$ cat src/rtl/can_rx_frame_buffer_if.sv
`default_nettype none
// ==== can_rx_frame_buffer_if : CAN RX byte stream in, whole-frame handshake out ====
// ==== Revision 1.0                                                             ====
interface can_rx_frame_buffer_if #(
  parameter int FIFO_AW = 4,
  parameter int DROP_W  = 16
);
  logic                 in_valid;
  logic                 in_last;
  logic [7:0]           in_data;
  logic [28:0]          in_id;
  logic                 in_ide;
  logic                 out_valid;
  logic                 out_ready;
  logic [28:0]          out_id;
  logic                 out_ide;
  logic [3:0]           out_len;
  logic [63:0]          out_data;
  logic [FIFO_AW:0]     level;
  logic                 overflow;
  logic [DROP_W-1:0]    drop_cnt;

  modport master (
    output in_valid, in_last, in_data, in_id, in_ide, out_ready,
    input  out_valid, out_id, out_ide, out_len, out_data, level, overflow, drop_cnt
  );

  modport slave (
    input  in_valid, in_last, in_data, in_id, in_ide, out_ready,
    output out_valid, out_id, out_ide, out_len, out_data, level, overflow, drop_cnt
  );
endinterface
`default_nettype wire

$ cat src/rtl/can_rx_frame_buffer.sv
`default_nettype none
// ==== can_rx_frame_buffer : reassembles CAN RX bytes into frames, buffers them in a show-ahead FIFO ====
// ==== Revision 1.0                                                                                ====
module can_rx_frame_buffer #(
  parameter int FIFO_AW = 4,
  parameter int DROP_W  = 16
) (
  input  wire logic            clk,
  input  wire logic            rst,
  can_rx_frame_buffer_if.slave bus
);
  localparam int c_depth = 1 << FIFO_AW;
  localparam int c_ent_w = 29 + 1 + 4 + 64;

  typedef enum logic [0:0] {IDLE = 1'b0, COLLECT = 1'b1} state_t;

  state_t               r_state;
  logic [28:0]          r_id;
  logic                 r_ide;
  logic [3:0]           r_cnt;
  logic [63:0]          r_data;
  logic [FIFO_AW:0]     r_wr_ptr;
  logic [FIFO_AW:0]     r_rd_ptr;
  logic [c_ent_w-1:0]   r_mem [c_depth];
  logic                 r_out_valid;
  logic [28:0]          r_out_id;
  logic                 r_out_ide;
  logic [3:0]           r_out_len;
  logic [63:0]          r_out_data;
  logic                 r_overflow;
  logic [DROP_W-1:0]    r_drop_cnt;

  logic [28:0]          w_id;
  logic                 w_ide;
  logic [3:0]           w_cnt;
  logic [63:0]          w_data;
  logic                 w_commit;
  logic                 w_full;
  logic                 w_wr;
  logic                 w_pop;
  logic [FIFO_AW:0]     w_rd_next;

  // Frame as it would stand once the byte on the bus is merged in.
  always_comb begin
    w_id   = r_id;
    w_ide  = r_ide;
    w_cnt  = r_cnt;
    w_data = r_data;
    if (r_state == IDLE) begin
      w_id   = bus.in_id;
      w_ide  = bus.in_ide;
      w_cnt  = 4'd1;
      w_data = {bus.in_data, 56'd0};
    end else if (r_cnt < 4'd8) begin
      for (int i = 1; i < 8; i++) begin
        if (r_cnt == 4'(i)) w_data[63-8*i -: 8] = bus.in_data;
      end
      w_cnt = r_cnt + 4'd1;
    end
  end

  // Full is judged on pre-pop occupancy, so a same-cycle pop never rescues a frame.
  assign w_commit  = bus.in_valid & bus.in_last;
  assign w_full    = (r_wr_ptr[FIFO_AW] != r_rd_ptr[FIFO_AW]) &&
                     (r_wr_ptr[FIFO_AW-1:0] == r_rd_ptr[FIFO_AW-1:0]);
  assign w_wr      = w_commit & ~w_full;
  assign w_pop     = r_out_valid & bus.out_ready;
  assign w_rd_next = w_pop ? r_rd_ptr + (FIFO_AW+1)'(1) : r_rd_ptr;

  always_ff @(posedge clk) begin
    if (w_wr) r_mem[r_wr_ptr[FIFO_AW-1:0]] <= {w_id, w_ide, w_cnt, w_data};
  end

  always_ff @(posedge clk) begin
    if (rst) begin
      r_state     <= IDLE;
      r_id        <= '0;
      r_ide       <= 1'b0;
      r_cnt       <= '0;
      r_data      <= '0;
      r_wr_ptr    <= '0;
      r_rd_ptr    <= '0;
      r_out_valid <= 1'b0;
      r_out_id    <= '0;
      r_out_ide   <= 1'b0;
      r_out_len   <= '0;
      r_out_data  <= '0;
      r_overflow  <= 1'b0;
      r_drop_cnt  <= '0;
    end else begin
      if (bus.in_valid) begin
        r_id    <= w_id;
        r_ide   <= w_ide;
        r_cnt   <= w_cnt;
        r_data  <= w_data;
        r_state <= bus.in_last ? IDLE : COLLECT;
      end
      r_overflow <= w_commit & w_full;
      if (w_commit && w_full && !(&r_drop_cnt)) r_drop_cnt <= r_drop_cnt + DROP_W'(1);
      if (w_wr) r_wr_ptr <= r_wr_ptr + (FIFO_AW+1)'(1);
      r_rd_ptr <= w_rd_next;
      // Head register reloads every cycle; a frame written this edge shows up one edge later.
      r_out_valid <= (w_rd_next != r_wr_ptr);
      {r_out_id, r_out_ide, r_out_len, r_out_data} <= r_mem[w_rd_next[FIFO_AW-1:0]];
    end
  end

  assign bus.out_valid = r_out_valid;
  assign bus.out_id    = r_out_id;
  assign bus.out_ide   = r_out_ide;
  assign bus.out_len   = r_out_len;
  assign bus.out_data  = r_out_data;
  assign bus.level     = r_wr_ptr - r_rd_ptr;
  assign bus.overflow  = r_overflow;
  assign bus.drop_cnt  = r_drop_cnt;
endmodule
`default_nettype wire
$ cat src/flat_wrapper.sv
// flat-port wrapper written by rule: the top's interface ports become plain ports
module can_rx_frame_buffer_flat 
#(
  parameter int FIFO_AW = 4,
  parameter int DROP_W  = 16
)
  (clk, rst, bus_in_valid, bus_in_last, bus_in_data, bus_in_id, bus_in_ide, bus_out_ready, bus_out_valid, bus_out_id, bus_out_ide, bus_out_len, bus_out_data, bus_level, bus_overflow, bus_drop_cnt);
  can_rx_frame_buffer_if #(.FIFO_AW(FIFO_AW), .DROP_W(DROP_W)) bus_i ();
  input  wire logic clk;
  input  wire logic rst;
  input wire logic [$bits(bus_i.in_valid)-1:0] bus_in_valid;
  input wire logic [$bits(bus_i.in_last)-1:0] bus_in_last;
  input wire logic [$bits(bus_i.in_data)-1:0] bus_in_data;
  input wire logic [$bits(bus_i.in_id)-1:0] bus_in_id;
  input wire logic [$bits(bus_i.in_ide)-1:0] bus_in_ide;
  input wire logic [$bits(bus_i.out_ready)-1:0] bus_out_ready;
  output wire logic [$bits(bus_i.out_valid)-1:0] bus_out_valid;
  output wire logic [$bits(bus_i.out_id)-1:0] bus_out_id;
  output wire logic [$bits(bus_i.out_ide)-1:0] bus_out_ide;
  output wire logic [$bits(bus_i.out_len)-1:0] bus_out_len;
  output wire logic [$bits(bus_i.out_data)-1:0] bus_out_data;
  output wire logic [$bits(bus_i.level)-1:0] bus_level;
  output wire logic [$bits(bus_i.overflow)-1:0] bus_overflow;
  output wire logic [$bits(bus_i.drop_cnt)-1:0] bus_drop_cnt;
  assign bus_i.in_valid = bus_in_valid;
  assign bus_i.in_last = bus_in_last;
  assign bus_i.in_data = bus_in_data;
  assign bus_i.in_id = bus_in_id;
  assign bus_i.in_ide = bus_in_ide;
  assign bus_i.out_ready = bus_out_ready;
  assign bus_out_valid = bus_i.out_valid;
  assign bus_out_id = bus_i.out_id;
  assign bus_out_ide = bus_i.out_ide;
  assign bus_out_len = bus_i.out_len;
  assign bus_out_data = bus_i.out_data;
  assign bus_level = bus_i.level;
  assign bus_overflow = bus_i.overflow;
  assign bus_drop_cnt = bus_i.drop_cnt;
  can_rx_frame_buffer #(.FIFO_AW(FIFO_AW), .DROP_W(DROP_W)) u_core (.clk(clk), .rst(rst), .bus(bus_i));
endmodule
$ cat config.mk
export PLATFORM = sky130hd
export DESIGN_NAME = can_rx_frame_buffer_flat
export DESIGN_NICKNAME = d
export VERILOG_FILES = /design/src/rtl/can_rx_frame_buffer_if.sv /design/src/rtl/can_rx_frame_buffer.sv /design/src/flat_wrapper.sv
export SDC_FILE = /design/constraint.sdc
export NUM_CORES = 2
export LEC_CHECK = 0
export CORE_UTILIZATION = 65
export CTS_CLUSTER_SIZE = 28
export DETAILED_ROUTE_END_ITERATION = 10
export PLACE_DENSITY = 0.83
export SLEW_MARGIN = 20
export SYNTH_ARGS = -nofsm -noshare
export SYNTH_HDL_FRONTEND = slang
export SYNTH_SLANG_ARGS = --single-unit
$ cat constraint.sdc
create_clock -name clk -period 18.7 [get_ports clk]
set_clock_uncertainty 0.15 [all_clocks]
set_input_delay 1.87 -clock clk [delete_from_list [all_inputs] [get_ports clk]]
set_output_delay 1.87 -clock clk [all_outputs]
set_load 0.01 [all_outputs]
== Yosys cells after proc, flatten, opt, wreduce, memory -nomap -nowiden ==
Memory sizes are Yosys's and may differ from the RTL's. A register that Yosys moved wholly into a read port is not among the register bits.
Cells that the tools add are included.

* Add/subtract/negate cells: 5
* Order comparisons: 1
* Equality and inequality tests: 10
* Multiplexer cells: 18
* Bitwise gates (word level): 5
* Reduce and logical (&&, ||, !) cells: 5

{| class="wikitable"
|+ Operators by type and width
! kind !! count
|-
| $mux 56 || 2
|-
| $mux 8 || 8
|-
| $mux 29 || 1
|-
| $add 16x1->16 const B || 1
|-
| $eq 4x3->1 const B || 4
|-
| $reduce_and 16->1 || 1
|-
| $add 5x1->5 const B || 2
|-
| $eq 4x2->1 const B || 2
|-
| $mux 4 || 2
|-
| $mux 5 || 1
|-
| $ne 5x5->1 || 1
|-
| $sub 5x5->5 || 1
|-
| $add 4x1->4 const B || 1
|-
| $and 1x1->1 || 4
|-
| $eq 4x1->1 const B || 1
|-
| $eq 4x4->1 || 1
|-
| $lt 4x4->1 const B || 1
|-
| $mux 1 || 4
|-
| $logic_and 1x1->1 || 3
|-
| $logic_not 1->1 || 1
|-
| $ne 1x1->1 || 1
|-
| $not 1->1 || 1
|}

* Bits in registers: 127
* Bits in writable memories: 1568
* Input bits: 43
* Output and inout bits: 121
* Memories: 1

{| class="wikitable"
|+ Memory list
! name !! depth !! bits a word !! read ports !! clocked after Yosys merged registers in !! write ports !! line !! source
|-
| u_core.r_mem || 16 || 98 || 1 || 1 || 1 || can_rx_frame_buffer.sv:24 || <nowiki>logic [c_ent_w-1:0] r_mem [c_depth];</nowiki>
|}

== Longest topological paths before layout ==
* Word-level depth: 6
* Depth in mapped cells: 9
* Mapped depth without buffers: 7

== Least setup slack after synthesis ==
No wires, ideal clock.

* Kind: in2reg
* From: input bus_in_last
* To: memory u_core.r_mem[3][0] (netlist bit) (enable)
* Setup time: 675 ps
* Arrival: 9054 ps
* Data required time: 17875 ps
* Path slack: 8821 ps
* Stages on the path: 5
* Buffers on the path: 1
* Cell sequence: and2_1 > o21a_1 > buf_2 > nand2_1 > nor3_1

* Word-level cells in the longest chain between the ends: 4

{| class="wikitable"
|+ Ends and longest elaborated chain
! what !! line !! source
|-
| start: declaration || flat_wrapper.sv:12 || <nowiki>input wire logic [$bits(bus_i.in_last)-1:0] bus_in_last;</nowiki>
|-
| $and 1x1->1 || can_rx_frame_buffer.sv:63 || <nowiki>assign w_commit = bus.in_valid & bus.in_last;</nowiki>
|-
| $and 1x1->1 || can_rx_frame_buffer.sv:66 || <nowiki>assign w_wr = w_commit & ~w_full;</nowiki>
|-
| $mux 1 || can_rx_frame_buffer.sv:71 || <nowiki>if (w_wr) r_mem[r_wr_ptr[FIFO_AW-1:0]] <= {w_id, w_ide, w_cnt, w_data};</nowiki>
|-
| $mux 1 (not written as such) || can_rx_frame_buffer.sv:71 ||
|-
| end: declaration || can_rx_frame_buffer.sv:24 ||
|}

Every way passes these cells.

== Worst setup path after layout ==
* From: input bus_out_ready
* To: register u_core.r_out_data[44], in the netlist u_core.bus.out_data[44], read port of u_core.r_mem

* Word-level cells in the longest chain between the ends: 2

{| class="wikitable"
|+ Ends and longest elaborated chain
! what !! line !! source
|-
| start: declaration || flat_wrapper.sv:16 || <nowiki>input wire logic [$bits(bus_i.out_ready)-1:0] bus_out_ready;</nowiki>
|-
| $and 1x1->1 || can_rx_frame_buffer.sv:67 || <nowiki>assign w_pop = r_out_valid & bus.out_ready;</nowiki>
|-
| $mux 5 || can_rx_frame_buffer.sv:68 || <nowiki>assign w_rd_next = w_pop ? r_rd_ptr + (FIFO_AW+1)'(1) : r_rd_ptr;</nowiki>
|-
| end: declaration || can_rx_frame_buffer.sv:29 || <nowiki>logic [63:0] r_out_data;</nowiki>
|}

Every way passes these cells.
A chain may end at the register's enable or synchronous reset.

==> results.md <==
* Clock Tree Buf Depth at 3
* Final period util at 0.332
* Most common cell on crit path: buf_4
* Synth Area in Compound Gates at 0.0754
* Startpoint Class: primary input
* DRT Wirelength at 172000 um
* Cells after DPL at 5572
* Tmin final at 6.22 ns
* Netlist cell types at 59
* Status: completed
* Synth cell count leaders: edfxtp_1 (1568), nand2_1 (587), mux2i_1 (531)
* Vias at 40400
* Initial Utilization at 0.660
* Slew @ Worst Pin at 1.25 ns
* Buf+Inv Stages, Crit Path at 4
* DR pass1 iterations at 7
* Critical Path End Type: flop
* Synthesized area at 68800 sq um
* GRT overflow at 0
* CP top delay family: buffers and inverters
* Post-synthesis mux area share at 0.0966
* HP Class: flop to flop
* Die area at 107000 sq um
* Die Span Y at 327 um
* Core area at 104000 sq um
* Rel. slew slack at 0.170
* Top-count cell post-synth: edfxtp_1
* Seq/Total Area, Yosys at 0.750
* Cells along the critical path: clkdlybuf4s50_1, nand2_4, xor2_4, buf_12, buf_4, buf_4, mux2i_1, a221oi_1, a32o_1
* Synth area leader: edfxtp_1
* Synth Net Count at 4267
* Largest net degree at the start of global routing at 182
* RSZ-0062 raised after global routing: false
* Ys flop type: edfxtp_1
* HPWL reported at the end of detailed placement at 79100 um
* P_leak at 0.0273 uW
* Row Count at 118
* Main combinational cell family by area after synthesis: multiplexers
* Setup TNS at 0 ns
* Dpl cell area at 72000 sq um
* Arrival time worst endpoint at 6.76 ns
* TritonCTS clock tree: built
* Post-CTS Setup Bufs at 0
* CTS root buffer: clkbuf_16
* VDD IR max at 0.0784 mV
* Fin nets at 4417
* PortBufs at 163
* Global-route wire length before repair at 251000 um
* # clock sinks at 1793
* Syn_area_per_cell at 16.3 sq um
* Post-Syn Instances at 4209
* Critical path type: primary input to flop
* # Max-Cap Violations at 0
* Crit-path max FO at 171
* DR WL/cell at 29.3 um
* Worst skew pair latency at 0.77 ns
* Final Hold Violating Endpoints at 0
* EDFF count, synth at 1568
* Via density at 6.87
* Initial DRC Count at 6566
* Share of layout cells above drive strength 1 at 0.104
* Max frequency at 161 MHz
* CP Data Required Time at 19.25 ns
* Post-synth top area share at 0.685
* Hold buffer count at cts at 0
* Simple-gate share of the synthesized area at 0.0517
* Drc violations at 0
* Synth Area in XOR/XNOR at 0.00422
* Max stage delay on crit path at 0.96 ns
* Clk slew on worst S/H paths at 0.06 ns
* Post-Layout Cell Count at 5881
* # IOs at 164
* Final ANT Viol Nets at 0
* CP max-delay cell: buf_4
* Post-synthesis register bit count at 1793
* All-layer global routing usage at 0.318
* CTS H-tree lvls at 4
* RePlAce Congestion at 0.771
* Pwr Density at 110 nW/um^2
* Vias in the first global route at 40200
* Ys Warns at 0
* Die width at 327 um
* Final setup viols at 0
* Area Growth Syn to Fin at 12.4%
* Post-Synth Adder-Cell Area at 0.00284
* Main area contributors after synthesis: edfxtp_1 (68%), mux2i_1 (7.7%), dfxtp_1 (6.6%), nand2_1 (3.2%), a32oi_1 (2.9%)
* Post-CTS sizing at 0
* Final instance area at 77300 sq um
* Final Slew Violations at 0
* Initial antenna violation count at 5
* Fraction of registers with async set/reset at 0
* CTS buffer count at 165
## report_power, final
part,leakage [uW],total (uW),internal (uW),switching (uW)
clock,0.00253,3250,1820,1420
sequential,0.0158,4420,4380,32.8
combinational,0.00898,799,325,474
total,0.0273,8460,6530,1930
## layout by cell type, fill, tap and decap left out, types with 94 or more instances in the layout
cell	n
clkdlybuf4s50_1	161
dfxtp_1	224
a32oi_1	227
buf_4	94
nand2_1	587
clkbuf_16	167
a32o_1	96
mux2i_1	531
edfxtp_1	1568
nor2_1	127
## cell type report
type                            count  area, sq um
Fill cell                        5758        27000
Antenna cell                        2         5.00
Multi-Input combinational cell   2120        16100
Timing Repair Buffer              267         2560
Sequential cell                  1793        51600
Clock inverter                     69          579
Tap cell                         1380         1730
Clock buffer                      238         4640
Inverter                           12         47.5
## cells by family (layout without fill, tap and decap cells)
logic type / after synthesis / after routing
AOI/OAI and AO/OA: 606 / 606
other: 0 / 2
xor gates and xnor gates: 31 / 31
muxes: 609 / 609
and+or+nand+nor: 859 / 859
adders and majority gates: 15 / 15
buffers and inverters: 296 / 586
DFF: 1793 / 1793
## metrics by stage
| stage | utilization | hold slack (ns) | power [uW] | setup slack, ns |
|---|---|---|---|---|
| after global placement | 0.691 | 0.316 | 5260 | 12.13 |
| after CTS | 0.741 | 0.347 | 8470 | 12.61 |
| final | 0.741 | 0.343 | 8460 | 12.48 |
| after floorplan | - | 0.304 | 5050 | 8.82 |
| after detailed placement | 0.691 | 0.329 | 5280 | 11.97 |
| after global routing | 0.741 | 0.366 | 8670 | 12.36 |
## path summary, 6_finish.rpt
path	startpoint	endpoint	slack (ns)	cells past startpoint
setup / recovery	bus_out_ready	u_core.bus.out_data[44]	12.48	9
hold / removal	u_core.r_id[4]	u_core.r_id[4]	0.34	2
setup reg to reg	u_core.r_rd_ptr[0]	u_core.bus.out_data[44]	13.66	7
hold reg to reg	u_core.r_id[4]	u_core.r_id[4]	0.34	2
## registers in the layout, indices dropped and copies added (netlist names), 4 cells and up
register,flops
u_core.r_data,64
u_core.r_cnt,4
u_core.bus.out_id,29
u_core.r_id,29
u_core.r_rd_ptr,5
u_core.r_wr_ptr,5
u_core.bus.out_len,4
u_core.r_mem,1568
u_core.bus.out_data,64
u_core.bus.drop_cnt,16
## tightest hold or removal path, stage by stage, from the launching register on
cell	delay (ns)
dfxtp_1	0.32
mux2i_1	0.06
nor2_1	0.08
## layer usage
metal	part of all wire	vias up	GRT usage
met5	0.000075	-	0
met4	0.036	2	0.128
met3	0.12	467	0.0632
met2	0.48	3035	0.508
met1	0.36	20100	0.436
li1	-	16800	-
No activity file was read; power rests on OpenSTA's default activity.
